==> src/rtl/serial_comparator_pkg.sv <==
`default_nettype none
// ============================================================================
//  Module      : serial_comparator_pkg
//  Description : Shared FSM state encoding and relation-flag record for the
//                serial magnitude comparator (and its parallel siblings).
//  Revision    : 1.0
// ============================================================================
package serial_comparator_pkg;

    typedef enum logic [1:0] {
        ST_IDLE    = 2'd0,
        ST_COMPARE = 2'd1,
        ST_DONE    = 2'd2
    } state_t;

    // Common relation record so parallel and serial comparators report alike.
    typedef struct packed {
        logic eq;
        logic lt;
        logic gt;
    } relation_t;

    localparam relation_t C_REL_RESET = '{eq: 1'b0, lt: 1'b0, gt: 1'b0};

    function automatic relation_t pack_relation(input logic decided,
                                                input logic lt,
                                                input logic gt);
        relation_t rel;
        rel.eq = ~decided;
        rel.lt = lt;
        rel.gt = gt;
        return rel;
    endfunction

endpackage
`default_nettype wire

==> src/rtl/serial_comparator.sv <==
`default_nettype none
// ============================================================================
//  Module      : serial_comparator
//  Description : Bit-serial MSB-first unsigned magnitude comparator with a
//                start/valid/done handshake. Define EARLY_EXIT_EN to finish on
//                the first differing bit pair.
//  Revision    : 1.0
// ============================================================================
module serial_comparator
    import serial_comparator_pkg::*;
#(
    parameter int WIDTH = 8
) (
    input  logic                         clk,
    input  logic                         rst,
    input  logic                         start,
    input  logic                         bit_valid,
    input  logic                         a_bit,
    input  logic                         b_bit,
    output logic                         busy,
    output logic                         done,
    output logic                         A_eq_B,
    output logic                         A_lt_B,
    output logic                         A_gt_B,
    output logic [$clog2(WIDTH+1)-1:0]   bit_cnt
);

    localparam int               CNT_W  = $clog2(WIDTH + 1);
    localparam logic [CNT_W-1:0] C_LAST = CNT_W'(WIDTH - 1);
    localparam logic [CNT_W-1:0] C_ONE  = CNT_W'(1);

    state_t           r_state;
    state_t           w_state_nx;
    logic [CNT_W-1:0] r_bit_cnt;
    logic             r_decided;
    logic             r_lt;
    logic             r_gt;
    relation_t        r_rel;

    logic             w_take;
    logic             w_first_diff;
    logic             w_last;
    logic             w_finish;
    logic             w_decided_nx;
    logic             w_lt_nx;
    logic             w_gt_nx;

    assign w_take       = (r_state == ST_COMPARE) && bit_valid;
    assign w_first_diff = w_take && !r_decided && (a_bit ^ b_bit);
    assign w_last       = w_take && (r_bit_cnt == C_LAST);

`ifdef EARLY_EXIT_EN
    assign w_finish = w_last || w_first_diff;
`else
    assign w_finish = w_last;
`endif

    // Capture values including the pair being consumed this cycle, so the
    // flags can be loaded on the same edge that enters DONE.
    assign w_decided_nx = r_decided | w_first_diff;
    assign w_lt_nx      = w_first_diff ? b_bit : r_lt;
    assign w_gt_nx      = w_first_diff ? a_bit : r_gt;

    always_ff @(posedge clk) begin
        if (rst) begin
            r_state <= ST_IDLE;
        end else begin
            r_state <= w_state_nx;
        end
    end

    always_comb begin
        w_state_nx = r_state;
        case (r_state)
            ST_IDLE: begin
                if (start) begin
                    w_state_nx = ST_COMPARE;
                end
            end
            ST_COMPARE: begin
                if (w_finish) begin
                    w_state_nx = ST_DONE;
                end
            end
            ST_DONE: begin
                w_state_nx = ST_IDLE;
            end
            default: begin
                w_state_nx = ST_IDLE;
            end
        endcase
    end

    always_comb begin
        busy    = (r_state == ST_COMPARE);
        done    = (r_state == ST_DONE);
        A_eq_B  = r_rel.eq;
        A_lt_B  = r_rel.lt;
        A_gt_B  = r_rel.gt;
        bit_cnt = r_bit_cnt;
    end

    always_ff @(posedge clk) begin
        if (rst) begin
            r_bit_cnt <= '0;
            r_decided <= 1'b0;
            r_lt      <= 1'b0;
            r_gt      <= 1'b0;
            r_rel     <= C_REL_RESET;
        end else begin
            if ((r_state == ST_IDLE) && start) begin
                r_bit_cnt <= '0;
                r_decided <= 1'b0;
                r_lt      <= 1'b0;
                r_gt      <= 1'b0;
            end else if (w_take) begin
                r_bit_cnt <= r_bit_cnt + C_ONE;
                r_decided <= w_decided_nx;
                r_lt      <= w_lt_nx;
                r_gt      <= w_gt_nx;
            end
            if (w_finish) begin
                r_rel <= pack_relation(w_decided_nx, w_lt_nx, w_gt_nx);
            end
        end
    end

endmodule
`default_nettype wire

==> config.mk <==
export PLATFORM = sky130hd
export DESIGN_NAME = serial_comparator
export DESIGN_NICKNAME = d
export VERILOG_FILES = /design/src/rtl/serial_comparator_pkg.sv /design/src/rtl/serial_comparator.sv
export SDC_FILE = /design/constraint.sdc
export NUM_CORES = 1
export LEC_CHECK = 0
export ABC_CLOCK_PERIOD_IN_PS = 3200
export BUFFER_PORTS_ARGS = -buffer_cell sky130_fd_sc_hd__buf_2
export CORE_MARGIN = 3
export CORE_UTILIZATION = 30
export CTS_CLUSTER_SIZE = 25
export DETAILED_ROUTE_END_ITERATION = 10
export PLACE_DENSITY = 0.5
export SKIP_LAST_GASP = 1
export SLEW_MARGIN = 25
export SYNTH_ARGS = -nofsm -noshare
export SYNTH_HDL_FRONTEND = slang
export SYNTH_SLANG_ARGS = --single-unit
==> constraint.sdc <==
create_clock -name clk -period 3.2 [get_ports clk]
set_input_delay 0.8 -clock clk [delete_from_list [all_inputs] [get_ports clk]]
set_output_delay 0.8 -clock clk [all_outputs]
set_load 0.02 [all_outputs]
# ---- After elaboration in Yosys (flattened, before gate mapping)
# Cells that the tools add are included.
dict set report classes {
  reduce_logical 9
  addsub 1
  bitwise 3
  n_eq_ne 5
  muxes 5
}
# operator n
set op_table {}
lappend op_table {{1-bit logical AND} 5}
lappend op_table {{4-bit by 1-bit adder with 4-bit output, second input constant} 1}
lappend op_table {{4-bit by 3-bit == test with 1-bit output, second input constant} 1}
lappend op_table {{2-bit two-way mux} 2}
lappend op_table {{2-bit case mux with 2 select lines} 1}
lappend op_table {{2-bit by 1-bit == test with 1-bit output, second input constant} 1}
lappend op_table {{2-bit == test, second input constant} 1}
lappend op_table {{2-bit zero test} 1}
lappend op_table {{1-bit two-way mux} 2}
lappend op_table {{2-bit by 1-bit inequality test with 1-bit output, second input constant} 1}
lappend op_table {{2-bit inequality test, second input constant} 1}
lappend op_table {{2-bit AND reduction} 1}
lappend op_table {{2-bit OR reduction} 1}
lappend op_table {{1-bit zero test} 1}
lappend op_table {{1-bit NOT} 1}
lappend op_table {{1-bit OR} 1}
lappend op_table {{1-bit bitwise XOR} 1}
dict set report word_totals {
  regBits 12
}

# ---- Logic depth before layout (Yosys ltp)
dict set report logic_depth {
  word_depth 6
  mapped_depth 5
  depth_no_buf 5
}

# ---- Worst setup path before layout
# Ideal clock, no wire load.
dict set report synth_path {
  path_kind {input-to-reg}
  from {input bit_valid}
  to {register r_rel, in the netlist A_lt_B}
  arrival_ps 1525
  required_ps 3066
  stages 4
  path_slack_ps 1541
  n_path_buf 0
  cell_sequence {nand3b_4 -> or3_4 -> a21oi_2 -> a211oi_1}
}
dict set report synth_via {
  elab_chain_len 4
}
# element line_no
set synth_rtl {}
lappend synth_rtl {{start, declared} serial_comparator.sv:17} ;# input logic bit_valid,
lappend synth_rtl {{1-bit logical AND (*)} serial_comparator.sv:48} ;# assign w_take = (r_state == ST_COMPARE) && bit_valid;
lappend synth_rtl {{1-bit logical AND (2 in a row)} serial_comparator.sv:49} ;# assign w_first_diff = w_take && !r_decided && (a_bit ^ b_bit);
lappend synth_rtl {{1-bit two-way mux} serial_comparator.sv:61} ;# assign w_lt_nx = w_first_diff ? b_bit : r_lt;
lappend synth_rtl {{end signal, assigned} serial_comparator.sv:123} ;# r_rel <= pack_relation(w_decided_nx, w_lt_nx, w_gt_nx);
lappend synth_rtl {{end, declared} serial_comparator.sv:38} ;# relation_t r_rel;
# Mark *: on every way between the ends. The rest lies on a longest branch, timed or not.
# A chain may end at the register's enable or synchronous reset.

# ---- Worst setup path after layout
dict set report layout_path {
  from {register r_state[0]}
  to {output busy}
}
dict set report layout_via {
  elab_chain_len 1
}
# element line_no
set layout_rtl {}
lappend layout_rtl {{start, declared} serial_comparator.sv:32} ;# state_t r_state;
lappend layout_rtl {{start signal, assigned} serial_comparator.sv:68} ;# r_state <= w_state_nx;
lappend layout_rtl {{2-bit by 1-bit == test with 1-bit output} serial_comparator.sv:95} ;# busy = (r_state == ST_COMPARE);
lappend layout_rtl {{end, declared} serial_comparator.sv:20} ;# output logic busy,
# Every way passes these cells.

==> impl_metrics.json <==
{
  "layout_commonest_cell": "buf_2",
  "crit_type": "reg2out",
  "synth_cells": 52,
  "cts_setup_buffers": 0,
  "crit_buf_inv": 1,
  "fmax_ghz": 0.529,
  "h-tree-depth": 1,
  "setup_viol": 0,
  "r2r_start": "r_state[0]",
  "slew-limit-headroom": 0.782,
  "grt_max_degree": 8,
  "cts.sinks": 12,
  "place_congestion": 0.645,
  "hold_ws_ns": 0.475,
  "power.switching_w": 0.0000675,
  "synthArstFlopShare": 0,
  "holdCritPathClass": "reg2reg",
  "cts_resized": 0,
  "total_power_w": 0.000275,
  "ff2ff_path_depth": 4,
  "antenna_found_initial": 0,
  "grt_first_pass_wirelength_um": 1770,
  "drv_slew": 0,
  "ctsHoldBuffers": 0,
  "root_buffer": "clkbuf_4",
  "pwr-share-seq": 0.564,
  "dpl.hpwl_um": 796,
  "cp_cell_sequence": "nor2b_1 > buf_2",
  "diodes": 0,
  "dr.pass1.iters": 1,
  "p_sw_frac": 0.246,
  "worst-endpoint-arrival_ns": 1.09,
  "leakage_nw": 0.285,
  "grt_use_total": 0.102,
  "clk_pin_slew_ns": 0.07,
  "drt-total-wl_um": 1080,
  "die_area_mm2": 0.00236,
  "synth_top_flop_cell": "dfxtp_1",
  "start_util": 0.337,
  "min_from": "A_gt_B",
  "syn_nets": 59,
  "max_stage_delay_ns": 0.45,
  "placementRows": 14,
  "tightest_slew_ns": 0.327,
  "pre_cts_ws_ns": 1.36,
  "r2r_setup_slack_ns": 1.79,
  "place_area_um2": 643,
  "yosys_warnings": 0,
  "cts_tree": "done",
  "cp.required_ns": 2.40,
  "num_vias": 421,
  "fp.dieW_um": 48.5,
  "pwr-share-comb": 0.099,
  "drtIter0Drc": 0,
  "vias_per_cell": 4.53,
  "drv_cap": 0,
  "cts_buffer_depth": 2,
  "yosysUniqueCellTypes": 26,
  "r2r_end": "A_lt_B",
  "drive_gt1_frac": 0.348,
  "setup-tns-final_ns": 0,
  "die_y_um": 48.5,
  "avgSynthCellArea_um2": 10.4,
  "ant_nets": 0,
  "yosysSeqAreaShare": 0.442,
  "setup_ws_ns": 1.31,
  "clock_latency_ns": 0.27,
  "grt_pass1_vias": 405,
  "nets": 78,
  "min_delay_path_depth": 2,
  "power.density_mw_per_mm2": 413,
  "hold_viol": 0,
  "overflow": 0,
  "fin_crit_ns": 1.89,
  "synthToLayoutAreaGrowth_pct": 22.6,
  "rsz0062_at_grt": "false",
  "crit_family": "flip-flops",
  "drc": 0,
  "synth_edf_count": 0,
  "cp_max_fo": 6,
  "synth-seq-cells": 12,
  "numCtsBuffers": 3,
  "fin_crit_sh": 0.591,
  "outcome": "finished, final reports clean",
  "coreArea_mm2": 0.00161,
  "cp-start-kind": "flop",
  "peakVddDrop_v": 0.000214,
  "clockPowerShare": 0.337,
  "syn-cell-area_um2": 543,
  "cp_slowest_cell": "dfxtp_1",
  "critPathCaptureType": "output pin",
  "io_pins": 15,
  "holdPathEnd": "A_gt_B",
  "fin_area_um2": 666,
  "post_drt_wl_per_cell_um": 11.7,
  "skew_ns": 0.00206,
  "portBuffers": 14,
  "layout_common_cells": "buf_2 (14), dfxtp_1 (12), nor2_1 (9), nand2_1 (4), clkbuf_4 (3)",
  "intPower_w": 0.000207
}
[sequential cells by signal (all words and copies together), names as in the netlist]
signal and count:
A_eq_B 1, A_gt_B 1, A_lt_B 1, bit_cnt 4, r_decided 1, r_gt 1, r_lt 1, r_state 2
[worst max path at each step]
| stage | to | from | cells past startpoint |
|---|---|---|---|
| after floorplan | A_lt_B | bit_valid | 4 |
| after global placement | A_lt_B | bit_valid | 5 |
| after detailed placement | A_lt_B | bit_valid | 5 |
| after CTS | busy | r_state[0] | 2 |
| after global routing | busy | r_state[0] | 2 |
| final | busy | r_state[0] | 2 |
[power groups by stage]
stage                     combinational [W]  clock (W)  sequential [W]
after floorplan                   0.0000170          0        0.000159
after global placement            0.0000272          0        0.000158
after detailed placement          0.0000275          0        0.000158
after CTS                         0.0000276   0.000100        0.000155
after global routing              0.0000297   0.000107        0.000155
final                             0.0000271  0.0000926        0.000155
[cell type report]
cell class / instances / area, um2
timing repair buffer: 14 / 70.1
clock buffer: 3 / 22.5
multi-input combinational: 39 / 299
tap: 24 / 30.0
sequential: 12 / 240
inverter: 1 / 3.75
fill: 185 / 946
[per-layer routing]
layer	routed length, um	global-route usage	vias up
li1	-	-	218
met1	525	0.115	191
met2	470	0.149	10
met3	71	0.0613	2
met4	17	0.0569	0
met5	0	0	-
[metrics by stage]
stage / utilization / instances
3_5_place_dp: 0.399 / 90
6_report: 0.413 / 93
5_1_grt: 0.413 / 93
4_1_cts: 0.413 / 93
2_1_floorplan: - / 52
3_3_place_gp: 0.399 / 90
[Yosys cell counts, drive strengths merged, types with 2 or more instances]
cell,instances,share of area
nor2,9,0.062
nand3b,2,0.051
and3b,2,0.032
xnor2,2,0.032
a21oi,3,0.035
a211oi,2,0.037
xor2,2,0.032
nand2,4,0.028
dfxtp,12,0.44
[worst reg2reg max path, stage by stage (launching register included)]
cell and delay [ns]:
dfxtp_1 0.45, nand3b_4 0.17, or3_4 0.41, a21oi_2 0.17, a211oi_1 0.09
[cell families after synthesis]
logic type / Yosys count / synth area share
AO/OA/AOI/OAI: 8 / 0.118
adder cells (fa/ha/maj): 1 / 0.0230
buffers and inverters: 1 / 0.00691
multiplexers: 1 / 0.0184
XOR/XNOR: 4 / 0.0645
flip-flops: 12 / 0.442
AND/OR/NAND/NOR: 25 / 0.327
(Power assumes the default switching activity.)
